===== src/rtl/riscv_pkg.sv =====
// Shared RV32I decode definitions: opcodes, control-bit positions, ALU and immediate encodings.
package riscv_pkg;

  localparam logic [6:0] OPC_LUI    = 7'b0110111;
  localparam logic [6:0] OPC_AUIPC  = 7'b0010111;
  localparam logic [6:0] OPC_JAL    = 7'b1101111;
  localparam logic [6:0] OPC_JALR   = 7'b1100111;
  localparam logic [6:0] OPC_BRANCH = 7'b1100011;
  localparam logic [6:0] OPC_LOAD   = 7'b0000011;
  localparam logic [6:0] OPC_STORE  = 7'b0100011;
  localparam logic [6:0] OPC_OPIMM  = 7'b0010011;
  localparam logic [6:0] OPC_OP     = 7'b0110011;

  // Bit positions inside the 6-bit control word {regwrite, memread, memwrite, branch, jump, alusrc}.
  localparam int CTRL_W        = 6;
  localparam int CTRL_REGWRITE = 5;
  localparam int CTRL_MEMREAD  = 4;
  localparam int CTRL_MEMWRITE = 3;
  localparam int CTRL_BRANCH   = 2;
  localparam int CTRL_JUMP     = 1;
  localparam int CTRL_ALUSRC   = 0;

  typedef enum logic [3:0] {
    ALU_ADD, ALU_SUB, ALU_SLL, ALU_SLT, ALU_SLTU, ALU_XOR,
    ALU_SRL, ALU_SRA, ALU_OR, ALU_AND, ALU_LUI, ALU_COPY_B
  } alu_op_e;

  typedef enum logic [2:0] {
    IMM_NONE, IMM_I, IMM_S, IMM_B, IMM_U, IMM_J
  } imm_type_e;

  // instr[30] selects SUB only for register-register ops; for shifts it selects SRA in both forms.
  function automatic alu_op_e alu_decode(input logic [2:0] funct3, input logic alt,
                                         input logic is_reg);
    alu_op_e op;
    op = ALU_ADD;
    case (funct3)
      3'b000:  op = (is_reg && alt) ? ALU_SUB : ALU_ADD;
      3'b001:  op = ALU_SLL;
      3'b010:  op = ALU_SLT;
      3'b011:  op = ALU_SLTU;
      3'b100:  op = ALU_XOR;
      3'b101:  op = alt ? ALU_SRA : ALU_SRL;
      3'b110:  op = ALU_OR;
      default: op = ALU_AND;
    endcase
    return op;
  endfunction

endpackage


===== src/rtl/imm_gen.sv =====
// Immediate generator: extracts and sign-extends the RV32I immediate for the given format.
module imm_gen
  import riscv_pkg::*;
(
  input  logic [31:7] i_instr,
  input  imm_type_e   i_imm_type,
  output logic [31:0] o_imm
);

  always_comb begin
    o_imm = '0;
    case (i_imm_type)
      IMM_I:   o_imm = {{20{i_instr[31]}}, i_instr[31:20]};
      IMM_S:   o_imm = {{20{i_instr[31]}}, i_instr[31:25], i_instr[11:7]};
      IMM_B:   o_imm = {{19{i_instr[31]}}, i_instr[31], i_instr[7], i_instr[30:25],
                        i_instr[11:8], 1'b0};
      IMM_U:   o_imm = {i_instr[31:12], 12'b0};
      IMM_J:   o_imm = {{11{i_instr[31]}}, i_instr[31], i_instr[19:12], i_instr[20],
                        i_instr[30:21], 1'b0};
      default: o_imm = '0;
    endcase
  end

endmodule


===== src/rtl/decode_stage.sv =====
// RV32I decode stage: IF/ID register, register-file addressing, operand bypass,
// RAW hazard stall, control/immediate decode and the ID/EX launch register.
module decode_stage
  import riscv_pkg::*;
#(
  parameter int FWD_EN = 1,
  parameter int XLEN   = 32
) (
  input  logic            clk,
  input  logic            rst,
  input  logic            flush,
  input  logic            if_valid,
  input  logic [31:0]     if_instr,
  input  logic [XLEN-1:0] if_pc,
  output logic            id_ready,
  output logic [4:0]      rf_a1,
  output logic [4:0]      rf_a2,
  input  logic [XLEN-1:0] rf_rd1,
  input  logic [XLEN-1:0] rf_rd2,
  input  logic [4:0]      ex_rd,
  input  logic            ex_regwrite,
  input  logic [4:0]      mem_rd,
  input  logic            mem_regwrite,
  input  logic            mem_memread,
  input  logic [XLEN-1:0] mem_result,
  input  logic [4:0]      wb_rd,
  input  logic            wb_regwrite,
  input  logic [XLEN-1:0] wb_result,
  output logic            id_ex_valid,
  output logic [XLEN-1:0] id_ex_pc,
  output logic [XLEN-1:0] id_ex_rs1_val,
  output logic [XLEN-1:0] id_ex_rs2_val,
  output logic [XLEN-1:0] id_ex_imm,
  output logic [4:0]      id_ex_rd,
  output logic [3:0]      id_ex_alu_op,
  output logic [5:0]      id_ex_ctrl,
  output logic            id_ex_illegal
);

  logic              r_ifid_valid;
  logic [31:0]       r_ifid_instr;
  logic [XLEN-1:0]   r_ifid_pc;

  logic              r_idex_valid;
  logic [XLEN-1:0]   r_idex_pc;
  logic [XLEN-1:0]   r_idex_rs1_val;
  logic [XLEN-1:0]   r_idex_rs2_val;
  logic [XLEN-1:0]   r_idex_imm;
  logic [4:0]        r_idex_rd;
  alu_op_e           r_idex_alu_op;
  logic [CTRL_W-1:0] r_idex_ctrl;
  logic              r_idex_illegal;

  logic [6:0]        w_opcode;
  logic [4:0]        w_rs1;
  logic [4:0]        w_rs2;
  logic [4:0]        w_rd;
  logic [CTRL_W-1:0] w_ctrl;
  logic [CTRL_W-1:0] w_ctrl_gated;
  alu_op_e           w_alu_op;
  imm_type_e         w_imm_type;
  logic              w_use_rs1;
  logic              w_use_rs2;
  logic              w_illegal;
  logic [31:0]       w_imm;
  logic [XLEN-1:0]   w_rs1_val;
  logic [XLEN-1:0]   w_rs2_val;
  logic              w_stall;

  function automatic logic [XLEN-1:0] resolve_operand(
    input logic [4:0] rs, input logic [XLEN-1:0] rf_val,
    input logic m_we, input logic [4:0] m_dst, input logic [XLEN-1:0] m_val,
    input logic b_we, input logic [4:0] b_dst, input logic [XLEN-1:0] b_val);
    if (rs == 5'd0)                return '0;
    else if (m_we && m_dst == rs)  return m_val;
    else if (b_we && b_dst == rs)  return b_val;
    else                           return rf_val;
  endfunction

  // Without forwarding every in-flight writer blocks; with it only EX and a pending load do.
  function automatic logic rs_hazard(
    input logic [4:0] rs, input logic e_we, input logic [4:0] e_dst,
    input logic m_we, input logic m_ld, input logic [4:0] m_dst,
    input logic b_we, input logic [4:0] b_dst, input logic fwd);
    logic hit;
    hit = (e_we && e_dst == rs) || (m_we && m_ld && m_dst == rs);
    if (!fwd) hit = hit || (m_we && m_dst == rs) || (b_we && b_dst == rs);
    return (rs != 5'd0) && hit;
  endfunction

  assign w_opcode = r_ifid_instr[6:0];
  assign w_rd     = r_ifid_instr[11:7];
  assign w_rs1    = r_ifid_instr[19:15];
  assign w_rs2    = r_ifid_instr[24:20];

  assign rf_a1 = r_ifid_valid ? w_rs1 : 5'd0;
  assign rf_a2 = r_ifid_valid ? w_rs2 : 5'd0;

  always_comb begin
    w_ctrl     = '0;
    w_alu_op   = ALU_ADD;
    w_imm_type = IMM_NONE;
    w_use_rs1  = 1'b0;
    w_use_rs2  = 1'b0;
    w_illegal  = 1'b0;
    case (w_opcode)
      OPC_LUI: begin
        w_ctrl[CTRL_REGWRITE] = 1'b1;
        w_ctrl[CTRL_ALUSRC]   = 1'b1;
        w_alu_op              = ALU_LUI;
        w_imm_type            = IMM_U;
      end
      OPC_AUIPC: begin
        w_ctrl[CTRL_REGWRITE] = 1'b1;
        w_ctrl[CTRL_ALUSRC]   = 1'b1;
        w_imm_type            = IMM_U;
      end
      OPC_JAL: begin
        w_ctrl[CTRL_REGWRITE] = 1'b1;
        w_ctrl[CTRL_JUMP]     = 1'b1;
        w_imm_type            = IMM_J;
      end
      OPC_JALR: begin
        w_ctrl[CTRL_REGWRITE] = 1'b1;
        w_ctrl[CTRL_JUMP]     = 1'b1;
        w_ctrl[CTRL_ALUSRC]   = 1'b1;
        w_imm_type            = IMM_I;
        w_use_rs1             = 1'b1;
      end
      OPC_BRANCH: begin
        w_ctrl[CTRL_BRANCH] = 1'b1;
        w_alu_op            = ALU_SUB;
        w_imm_type          = IMM_B;
        w_use_rs1           = 1'b1;
        w_use_rs2           = 1'b1;
      end
      OPC_LOAD: begin
        w_ctrl[CTRL_REGWRITE] = 1'b1;
        w_ctrl[CTRL_MEMREAD]  = 1'b1;
        w_ctrl[CTRL_ALUSRC]   = 1'b1;
        w_imm_type            = IMM_I;
        w_use_rs1             = 1'b1;
      end
      OPC_STORE: begin
        w_ctrl[CTRL_MEMWRITE] = 1'b1;
        w_ctrl[CTRL_ALUSRC]   = 1'b1;
        w_imm_type            = IMM_S;
        w_use_rs1             = 1'b1;
        w_use_rs2             = 1'b1;
      end
      OPC_OPIMM: begin
        w_ctrl[CTRL_REGWRITE] = 1'b1;
        w_ctrl[CTRL_ALUSRC]   = 1'b1;
        w_alu_op              = alu_decode(r_ifid_instr[14:12], r_ifid_instr[30], 1'b0);
        w_imm_type            = IMM_I;
        w_use_rs1             = 1'b1;
      end
      OPC_OP: begin
        w_ctrl[CTRL_REGWRITE] = 1'b1;
        w_alu_op              = alu_decode(r_ifid_instr[14:12], r_ifid_instr[30], 1'b1);
        w_use_rs1             = 1'b1;
        w_use_rs2             = 1'b1;
      end
      default: w_illegal = 1'b1;
    endcase
  end

  imm_gen u_imm_gen (
    .i_instr    (r_ifid_instr[31:7]),
    .i_imm_type (w_imm_type),
    .o_imm      (w_imm)
  );

  // The WB bypass is required: the register file writes on this same edge, so RD1/RD2 are stale.
  assign w_rs1_val = resolve_operand(w_rs1, rf_rd1, mem_regwrite, mem_rd, mem_result,
                                     wb_regwrite, wb_rd, wb_result);
  assign w_rs2_val = resolve_operand(w_rs2, rf_rd2, mem_regwrite, mem_rd, mem_result,
                                     wb_regwrite, wb_rd, wb_result);

  assign w_stall = r_ifid_valid &&
                   ((w_use_rs1 && rs_hazard(w_rs1, ex_regwrite, ex_rd, mem_regwrite, mem_memread,
                                            mem_rd, wb_regwrite, wb_rd, FWD_EN != 0)) ||
                    (w_use_rs2 && rs_hazard(w_rs2, ex_regwrite, ex_rd, mem_regwrite, mem_memread,
                                            mem_rd, wb_regwrite, wb_rd, FWD_EN != 0)));

  assign id_ready     = !r_ifid_valid || !w_stall;
  assign w_ctrl_gated = r_ifid_valid ? w_ctrl : '0;

  // IF/ID and ID/EX pipeline boundaries
  always_ff @(posedge clk) begin
    if (rst) begin
      r_ifid_valid   <= 1'b0;
      r_ifid_instr   <= '0;
      r_ifid_pc      <= '0;
      r_idex_valid   <= 1'b0;
      r_idex_pc      <= '0;
      r_idex_rs1_val <= '0;
      r_idex_rs2_val <= '0;
      r_idex_imm     <= '0;
      r_idex_rd      <= '0;
      r_idex_alu_op  <= ALU_ADD;
      r_idex_ctrl    <= '0;
      r_idex_illegal <= 1'b0;
    end else if (flush) begin
      r_ifid_valid   <= 1'b0;
      r_idex_valid   <= 1'b0;
      r_idex_ctrl    <= '0;
      r_idex_illegal <= 1'b0;
    end else if (w_stall) begin
      r_idex_valid   <= 1'b0;
      r_idex_ctrl    <= '0;
      r_idex_illegal <= 1'b0;
    end else begin
      r_ifid_valid   <= if_valid;
      r_ifid_instr   <= if_instr;
      r_ifid_pc      <= if_pc;
      r_idex_valid   <= r_ifid_valid;
      r_idex_pc      <= r_ifid_pc;
      r_idex_rs1_val <= w_rs1_val;
      r_idex_rs2_val <= w_rs2_val;
      r_idex_imm     <= w_imm;
      r_idex_rd      <= w_ctrl_gated[CTRL_REGWRITE] ? w_rd : 5'd0;
      r_idex_alu_op  <= w_alu_op;
      r_idex_ctrl    <= w_ctrl_gated;
      r_idex_illegal <= r_ifid_valid && w_illegal;
    end
  end

  assign id_ex_valid   = r_idex_valid;
  assign id_ex_pc      = r_idex_pc;
  assign id_ex_rs1_val = r_idex_rs1_val;
  assign id_ex_rs2_val = r_idex_rs2_val;
  assign id_ex_imm     = r_idex_imm;
  assign id_ex_rd      = r_idex_rd;
  assign id_ex_alu_op  = r_idex_alu_op;
  assign id_ex_ctrl    = r_idex_ctrl;
  assign id_ex_illegal = r_idex_illegal;

endmodule

===== config.mk =====
export PLATFORM = sky130hd
export DESIGN_NAME = decode_stage
export DESIGN_NICKNAME = d
export VERILOG_FILES = /design/src/rtl/riscv_pkg.sv /design/src/rtl/imm_gen.sv /design/src/rtl/decode_stage.sv
export SDC_FILE = /design/constraint.sdc
export NUM_CORES = 1
export LEC_CHECK = 0
export ABC_CLOCK_PERIOD_IN_PS = 4200
export CAP_MARGIN = 10
export CORE_UTILIZATION = 49
export DETAILED_ROUTE_END_ITERATION = 10
export GPL_TIMING_DRIVEN = 0
export MAX_ROUTING_LAYER = met4
export PLACE_DENSITY = 0.86
export SYNTH_ARGS = -nofsm -noshare
export SYNTH_HDL_FRONTEND = slang
export SYNTH_SLANG_ARGS = --single-unit
export TNS_END_PERCENT = 20

===== constraint.sdc =====
create_clock -name clk -period 4.2 [get_ports clk]
set_input_delay 0.84 -clock clk [delete_from_list [all_inputs] [get_ports clk]]
set_output_delay 0.84 -clock clk [all_outputs]
set_load 0.005 [all_outputs]

-- After elaboration in Yosys (flattened, before gate mapping)
Cells that the tools add are included.
Widths: inputs -> output; s select.
- equal/unequal tests: 26
- reduce and logical (&&, ||, !) cells: 38
- muxes and demuxes: 26
- bitwise gates (word level): 3
- operators with widths (operator ; number):
    $mux 32 ; 6
    $pmux 32 s5 ; 1
    $pmux 4 s7 ; 2
    $eq 5x5->1 ; 6
    $eq 7x6->1 const B ; 3
    $eq 7x7->1 const B ; 3
    $pmux 4 s4 ; 1
    $eq 3x3->1 const B ; 5
    $logic_and 1x1->1 ; 15
    $mux 5 ; 3
    $pmux 3 s5 ; 1
    $eq 7x5->1 const B ; 2
    $eq 3x2->1 const B ; 4
    $reduce_or 6->1 ; 2
    $mux 1 ; 11
    $logic_not 5->1 ; 2
    $reduce_bool 5->1 ; 2
    $reduce_or 3->1 ; 3
    $reduce_or 9->1 ; 1
    $eq 7x2->1 const B ; 1
    $reduce_or 7->1 ; 1
    $eq 3x1->1 const B ; 2
    $mux 6 ; 1
    $reduce_or 2->1 ; 3
    6 further kinds ; 12
- input bits: 215
- flip-flop bits (word level): 210
- logic and storage cells: 106
- output and inout port bits: 156

-- Depth between registers and ports, before layout
Gate-level depths: netlist of run 1.
- word-level depth: 9
- mapped depth: 10
- mapped depth without buffers: 6

-- Cells and area by module
Synthesis of run 1 repeated with hierarchy kept, for this count alone.
- cell total of the unflattened synthesis: 1192
- area total of the unflattened synthesis: 11085.6 um^2
- modules (own cells, without submodules) (module ; cells an instance ; seq. area each (um^2) ; area each (um^2) ; times used):
    decode_stage ; 1126 ; 4204.0 ; 10695.3 ; 1
    imm_gen ; 66 ; 0.0 ; 390.4 ; 1

-- Worst setup path after synthesis of run 1
No wires, ideal clock.
- kind: input to output
- from: input port mem_rd[1]
- to: output port id_ready
- arrival time: 2072 ps
- required time: 3360 ps
- slack: 1288 ps
- stages: 7
- path buffers: 2
- cell sequence: xor2_1 nor3_1 and4_1 o21a_4 buf_6 clkbuf_1 nor2_1
- cells in the longest elaborated chain, start to end: 9
- ends and longest elaborated chain (item ; line ; source):
    start: declaration ; decode_stage.sv:22 ; input logic [4:0] mem_rd,
    $eq 5x5->1 ; decode_stage.sv:86 ; hit = (e_we && e_dst == rs) || (m_we && m_ld && m_dst == rs);
    $logic_and 1x1->1 ; decode_stage.sv:86 ;
    $logic_or 1x1->1 ; decode_stage.sv:86 ;
    $logic_and 1x1->1 ; decode_stage.sv:88 ; return (rs != 5'd0) && hit;
    $logic_and 1x1->1 (on tied branches) ; decode_stage.sv:181, decode_stage.sv:183 ;
    $logic_or 1x1->1 (*) ; decode_stage.sv:182 ; mem_rd, wb_regwrite, wb_rd, FWD_EN != 0)) ||
    $logic_and 1x1->1 (*) ; decode_stage.sv:180 ; assign w_stall = r_ifid_valid &&
    $logic_not 1->1 (*) ; decode_stage.sv:186 ; assign id_ready = !r_ifid_valid || !w_stall;
    $logic_or 1x1->1 (*) ; decode_stage.sv:186 ;
    end: declaration ; decode_stage.sv:15 ; output logic id_ready,
Mark *: on every way between the ends. The rest lies on a longest branch, timed or not.

-- Final worst setup path of run 1
- from: input port ex_rd[2]
- to: output port id_ready
- cells in the longest elaborated chain, start to end: 9
- ends and longest elaborated chain (item ; line ; source):
    start: declaration ; decode_stage.sv:20 ; input logic [4:0] ex_rd,
    $eq 5x5->1 ; decode_stage.sv:86 ;
    $logic_and 1x1->1 ; decode_stage.sv:86 ;
    $logic_or 1x1->1 ; decode_stage.sv:86 ;
    $logic_and 1x1->1 ; decode_stage.sv:88 ;
    $logic_and 1x1->1 (on tied branches) ; decode_stage.sv:181, decode_stage.sv:183 ;
    $logic_or 1x1->1 (*) ; decode_stage.sv:182 ;
    $logic_and 1x1->1 (*) ; decode_stage.sv:180 ;
    $logic_not 1->1 (*) ; decode_stage.sv:186 ;
    $logic_or 1x1->1 (*) ; decode_stage.sv:186 ;
Marked as above.

==> results of run 1 <==
[power breakdown]
| group | total (uW) | switching [uW] | internal (uW) |
|---|---|---|---|
| registers | 2150 | 57.9 | 2090 |
| logic | 845 | 364 | 482 |
| clock network | 2110 | 845 | 1260 |
| total | 5100 | 1270 | 3840 |
[per-stage QoR]
| stage | area (um2) | hold WS [ns] | cells | total power (uW) | setup WS (ns) |
|---|---|---|---|---|---|
| finish | 15700 | 0.472 | 1881 | 5100 | 0.0980 |
| floorplan | 10900 | 0.444 | 1185 | 2550 | 1.29 |
| detailed placement | 14900 | 0.460 | 1835 | 3030 | 0.0885 |
| global route | 15700 | 0.486 | 1880 | 5260 | 0.0137 |
| CTS | 15700 | 0.469 | 1877 | 5110 | 0.0779 |
| global placement | 14900 | 0.453 | 1835 | 3010 | 0.129 |
[flip-flops by register name, summed over array words and instances, names as in the netlist]
name,cells
id_ex_rs2_val,32
r_ifid_pc,32
id_ex_imm,32
id_ex_ctrl,6
id_ex_valid,1
r_ifid_instr,32
id_ex_pc,32
id_ex_rs1_val,32
id_ex_rd,5
id_ex_illegal,1
id_ex_alu_op,4
r_ifid_valid,1
[cells in the mapped netlist, types with 4 or more instances]
library cell,instances,share of area [%]
a211o_1,64,5.2
a211oi_1,19,1.3
a21oi_1,53,2.4
a221oi_1,11,0.89
a22oi_1,4,0.28
a31oi_1,17,0.98
and2_1,27,1.6
and3_1,5,0.29
buf_2,32,1.5
buf_4,9,0.62
buf_6,5,0.52
clkbuf_1,74,2.6
dfxtp_1,210,39
inv_1,14,0.48
mux2i_1,203,19
nand2_1,31,1.1
nand2b_1,174,10
nand3_1,8,0.37
nand4_1,33,1.9
nor2_1,77,2.7
nor2b_1,5,0.29
nor3_1,8,0.37
nor4_1,8,0.46
o21ai_0,6,0.28
o31ai_1,33,2.3
xnor2_1,4,0.32
xor2_1,26,2.1
[area by class of cell]
type | count | share of cell area [%]
timing repair buffer | 372 | 23.6
clock inverter | 8 | 0.851
buffer | 119 | 3.56
antenna | 3 | 0.0477
clock buffer | 34 | 4.11
multi-input combinational | 841 | 38.5
tap | 280 | 2.23
sequential | 210 | 26.7
inverter | 14 | 0.334
[tightest hold or removal path, cell delays in order, from the launching register on]
cell and delay (ns):
dfxtp_1 0.30, inv_1 0.05, a221oi_1 0.06
[timing repair]
action                                  CTS  global route
gates resized for setup                   0             1
buffers inserted                          0             2
endpoints found under the setup margin    0             1
hold buffers                              0             0
[kinds of logic after synthesis]
group | count (synthesis) | synth area share, %
flip-flops | 210 | 38.7
AO/OA/AOI/OAI | 219 | 14.6
XOR/XNOR | 30 | 2.42
AND/OR/NAND/NOR | 388 | 19.9
buffers and inverters | 134 | 5.65
multiplexers | 204 | 18.8
[routing by layer]
| metal | up-vias | part of all wire [%] |
|---|---|---|
| met4 | 0 | 5.8 |
| li1 | 4991 | - |
| met5 | - | 0 |
| met2 | 544 | 48 |
| met3 | 124 | 8.0 |
| met1 | 4938 | 38 |
[final timing paths]
check	to	cells after the start	startpoint	slack, ns
worst max-delay path	id_ready	9	ex_rd[2]	0.1
worst max register to register	id_ex_rs1_val[13]$_SDFFE_PP0N_	10	r_ifid_instr[21]$_SDFFE_PP0N_	1.49
worst min-delay path	id_ex_imm[13]$_SDFFE_PP0N_	2	id_ex_imm[13]$_SDFFE_PP0N_	0.47
worst min register to register	id_ex_imm[13]$_SDFFE_PP0N_	2	id_ex_imm[13]$_SDFFE_PP0N_	0.47
==> results.ini, run 1 <==
[run_status]
status = finished, final reports clean

[route]
drc = 0
drt-total-wl_um = 38000
dr.pass1.iters = 6
drt_iter0_markers = 470
wl_per_cell_um = 20.2
vias_per_cell = 5.63
ant_nets = 0
vias = 10600

[critical_path]
path_cells = clkdlybuf4s50_1, xor2_1, nor4_1, nand3_1, a21oi_2, clkbuf_4, buf_2, nor2_1, clkdlybuf4s50_1
cp_top_family = buffers and inverters
path_buf_inv = 4
critPathRequiredTime_ns = 3.36
critPathMaxFanout = 10
end_kind = output pin
slowest_stage = clkdlybuf4s50_1
slowest_delay_ns = 0.46
cp.arrival_ns = 3.26
crit_path_frequent_cell = clkdlybuf4s50_1
worstSetupStartpointType = input pin
critical_path_class = input pin to output pin

[cells_and_area]
layout_commonest_cell = clkdlybuf4s50_1
nets = 1796
utilization_pct = 72.1
nFillCells = 1640
multiInputGateArea_um2 = 6060
area_delta_synth_final_pct = 44.6
register_area_um2 = 4200
layout-drive-gt1-share_pct = 5.88
layout_common_cells = clkdlybuf4s50_1 (370), dfxtp_1 (210), mux2i_1 (203)

[power_and_ir_drop]
p_leak_uw = 0.00606
power.density_nw_per_um2 = 324
vdd_drop_max_v = 0.000287

[timing]
skew_ns = 0.0210
hold_viol = 0
max_clock_freq_mhz = 244
fin_setup_tns_ns = 0
setup_viol = 0
slew_headroom_pct = 44.1
worstMarginPinSlew_ns = 0.832
min_period_ns = 4.10
drv_slew = 0
fin_crit_sh_pct = 97.7
rsz0062_at_grt = false

[clocking]
htreeDepth = 1
numClockSinks = 210
cts_tree = built
insertion_delay_ns = 0.52
root_buffer = clkbuf_16
ctsLongestPathBuffers = 3
clk_pin_slew_ns = 0.06
numCtsBuffers = 23

[synthesis]
synthDistinctLibCells = 48
yosysSeqAreaShare_pct = 38.7
synth_edf_count = 0
synthesis.area_per_instance_um2 = 9.18
ys_async_sr_fraction_pct = 0
syn_inst = 1185
ys_warn_count = 0
ys.flop_type = dfxtp_1
syn_area_um2 = 10900
syn-num-nets = 1400
ys_seq_elements = 210

[global_routing]
antenna_found_initial = 2
grt_use_total_pct = 32.7
top_usage_layer = met2
grt_pass1_vias = 10400
grt_pass1_wl_um = 55700
met3_usage_pct = 5.18
grt-ovfl-total = 0
grtUsageMet2_pct = 55.7
use_met1_pct = 36.7
grt_max_degree = 14

[min_path]
hp-class = flip-flop to flip-flop

[die]
die_area_um2 = 22800
ios = 371
initial_core_util_pct = 49.8
die_x_um = 151
die_h_um = 151
core_region_area_um2 = 21800
num_rows = 54

[placement]
gp_congestion = 0.965
portBuffers = 370
dp_hpwl_um = 28500

[job]
max_cap_viol_count = 0

Power figures use the tool's default switching activity.
==> run 2, diff against run 1 <==
- PLACE_DENSITY: 0.86 -> 0.85
==> run 2 against run 1 <==
Against the previous run:
- via count grew 0.86%
- first-iteration DRC count up 4.7%
- largest power group unchanged
- setup slack improved by 0.14 ns
- die area did not move
- critical path depth shrank 1
- global-route usage increased by 0.41 points
- critical path type unchanged
- clock-buffer cell count did not move
- sequential share of layout area is 0.21 points higher
- non-clock buffer count fell by 3
- power shrank 4.6%
- final cell count decreased by 0.43%
==> results.ini, run 2 (synthesis gave the netlist of run 1 again) <==
[run_status]
status = finished, final reports clean

[route]
drt-total-wl_um = 38000  ; about the same
drt_iter0_markers = 492  ; +4.7%
vias_per_cell = 5.71  ; +1.3%
ant_nets = 0  ; unchanged
wl_per_cell_um = 20.3  ; +0.48%
drc = 0  ; unchanged
dr.pass1.iters = 5  ; -1
vias = 10700  ; +0.86%

[critical_path]
worstSetupStartpointType = input pin
cp.arrival_ns = 3.13  ; -0.13 ns
crit_path_frequent_cell = clkdlybuf4s50_1
slowest_stage = clkdlybuf4s50_1
slowest_delay_ns = 0.46  ; about the same
path_buf_inv = 3  ; -1
critPathMaxFanout = 19  ; +9
path_cells = clkdlybuf4s50_1, xor2_1, nor4_1, nand3_1, a21oi_2, clkbuf_4, nor2_1, clkdlybuf4s50_1
critical_path_class = input pin to output pin
critPathRequiredTime_ns = 3.36  ; about the same
cp_top_family = buffers and inverters
end_kind = output pin

[timing]
drv_slew = 0  ; unchanged
fin_crit_sh_pct = 94.4  ; -3.2 points
setup_viol = 0  ; unchanged
slew_headroom_pct = 39.9  ; -4.2 points
worstMarginPinSlew_ns = 0.894  ; +0.0617 ns
setup_slack_ns = 0.233  ; +0.135 ns
fin_setup_tns_ns = 0  ; unchanged
min_period_ns = 3.97  ; -0.135 ns
hold_viol = 0  ; unchanged
rsz0062_at_grt = false
skew_ns = 0.0222  ; +0.00117 ns
max_clock_freq_mhz = 252  ; +3.4%

[global_routing]
grt-ovfl-total = 0  ; unchanged
grt_pass1_wl_um = 56600  ; +1.7%
grt_use_total_pct = 33.1  ; +0.41 points
antenna_found_initial = 2  ; unchanged
grt_max_degree = 13  ; -1
grt_pass1_vias = 10400  ; +0.15%

[placement]
portBuffers = 370  ; unchanged
placed_cells = 1835  ; unchanged
dp_hpwl_um = 28500  ; -0.14%
placed_area_um2 = 14900  ; unchanged
dp_slack_ns = 0.0714  ; -0.0171 ns
gp_congestion = 0.962  ; -0.32%

[clocking]
root_buffer = clkbuf_16
cts_tree = built
ctsLongestPathBuffers = 3  ; unchanged
numCtsBuffers = 23  ; unchanged
cts.repair.resized = 0  ; unchanged
cts_hold_buffers = 0  ; unchanged
cts_setup_buffers = 0  ; unchanged
insertion_delay_ns = 0.52  ; about the same
numClockSinks = 210  ; unchanged
htreeDepth = 1  ; unchanged
clk_pin_slew_ns = 0.06  ; about the same

[cells_and_area]
nets = 1793  ; -0.17%
nFillCells = 1728  ; +5.4%
layout_commonest_cell = clkdlybuf4s50_1
layout_common_cells = clkdlybuf4s50_1 (370), dfxtp_1 (210), mux2i_1 (203)
multiInputGateArea_um2 = 6060  ; unchanged
register_area_um2 = 4200  ; unchanged
final_cells = 1873  ; -0.43%
final_cell_area_um2 = 15600  ; -0.77%
area_delta_synth_final_pct = 43.5
layout-drive-gt1-share_pct = 5.41  ; -0.47 points
utilization_pct = 71.5  ; -0.56 points

[die]
ios = 371  ; unchanged
core_region_area_um2 = 21800  ; unchanged
die_h_um = 151  ; unchanged
num_rows = 54  ; unchanged
initial_core_util_pct = 49.8  ; unchanged
die_area_um2 = 22800  ; unchanged
die_x_um = 151  ; unchanged

[power_and_ir_drop]
p_leak_uw = 0.00599  ; -1.2%
power.density_nw_per_um2 = 312  ; -3.9%
vdd_drop_max_v = 0.000257  ; -11%

[job]
max_cap_viol_count = 0  ; unchanged

[min_path]
hp-class = flip-flop to flip-flop

run 2: worst register-to-register path: cells and delay by family, from the launching register on:
family	cells	cell delay, ns
buf+inv	4	0.97
simple gates	3	0.64
mux	1	0.23
xor+xnor	1	0.20
flops	1	0.29
compound gates	1	0.30
run 2: per-stage QoR:
step                hold slack, ns  power [uW]
CTS                          0.466        4880
floorplan                    0.444        2550
global placement             0.454        3010
finish                       0.463        4870
detailed placement           0.456        3030
global route                 0.486        5030
run 2: final cells by class:
| class | count | share of cell area, % |
|---|---|---|
| diodes | 3 | 0.0481 |
| plain buffers | 118 | 3.56 |
| clock buffers | 34 | 4.14 |
| clock inverters | 3 | 0.208 |
| inverters | 14 | 0.337 |
| multi-input cells | 841 | 38.8 |
| flip-flops and latches | 210 | 26.9 |
| well taps | 280 | 2.24 |
| repair buffers | 370 | 23.7 |
run 2: path summary, 6_finish.rpt:
check | startpoint | endpoint | slack, ns | depth (start not counted)
min reg2reg | id_ex_imm[19]$_SDFFE_PP0N_ | id_ex_imm[19]$_SDFFE_PP0N_ | 0.46 | 2
max reg2reg | r_ifid_instr[22]$_SDFFE_PP0N_ | id_ex_rs1_val[10]$_SDFFE_PP0N_ | 1.48 | 10
max | ex_rd[2] | id_ready | 0.23 | 8
min | id_ex_imm[19]$_SDFFE_PP0N_ | id_ex_imm[19]$_SDFFE_PP0N_ | 0.46 | 2
run 2: report_power, final:
group          switching (uW)  internal, uW
logic                     366           482
registers                57.5          2090
clock network             802          1060
total                    1230          3640
run 2: metal layers:
| metal | share of wire (%) | GRT usage (%) |
|---|---|---|
| met5 | 0 | - |
| met1 | 39 | 38.9 |
| met3 | 7.8 | 5.51 |
| met2 | 49 | 55.1 |
| met4 | 4.7 | 15.6 |
==> run 3, diff against run 2 <==
- TNS_END_PERCENT: 20 -> 50
==> results of run 3 <==
Same layout as run 2: the final DEF is identical, and so are final timing and power.
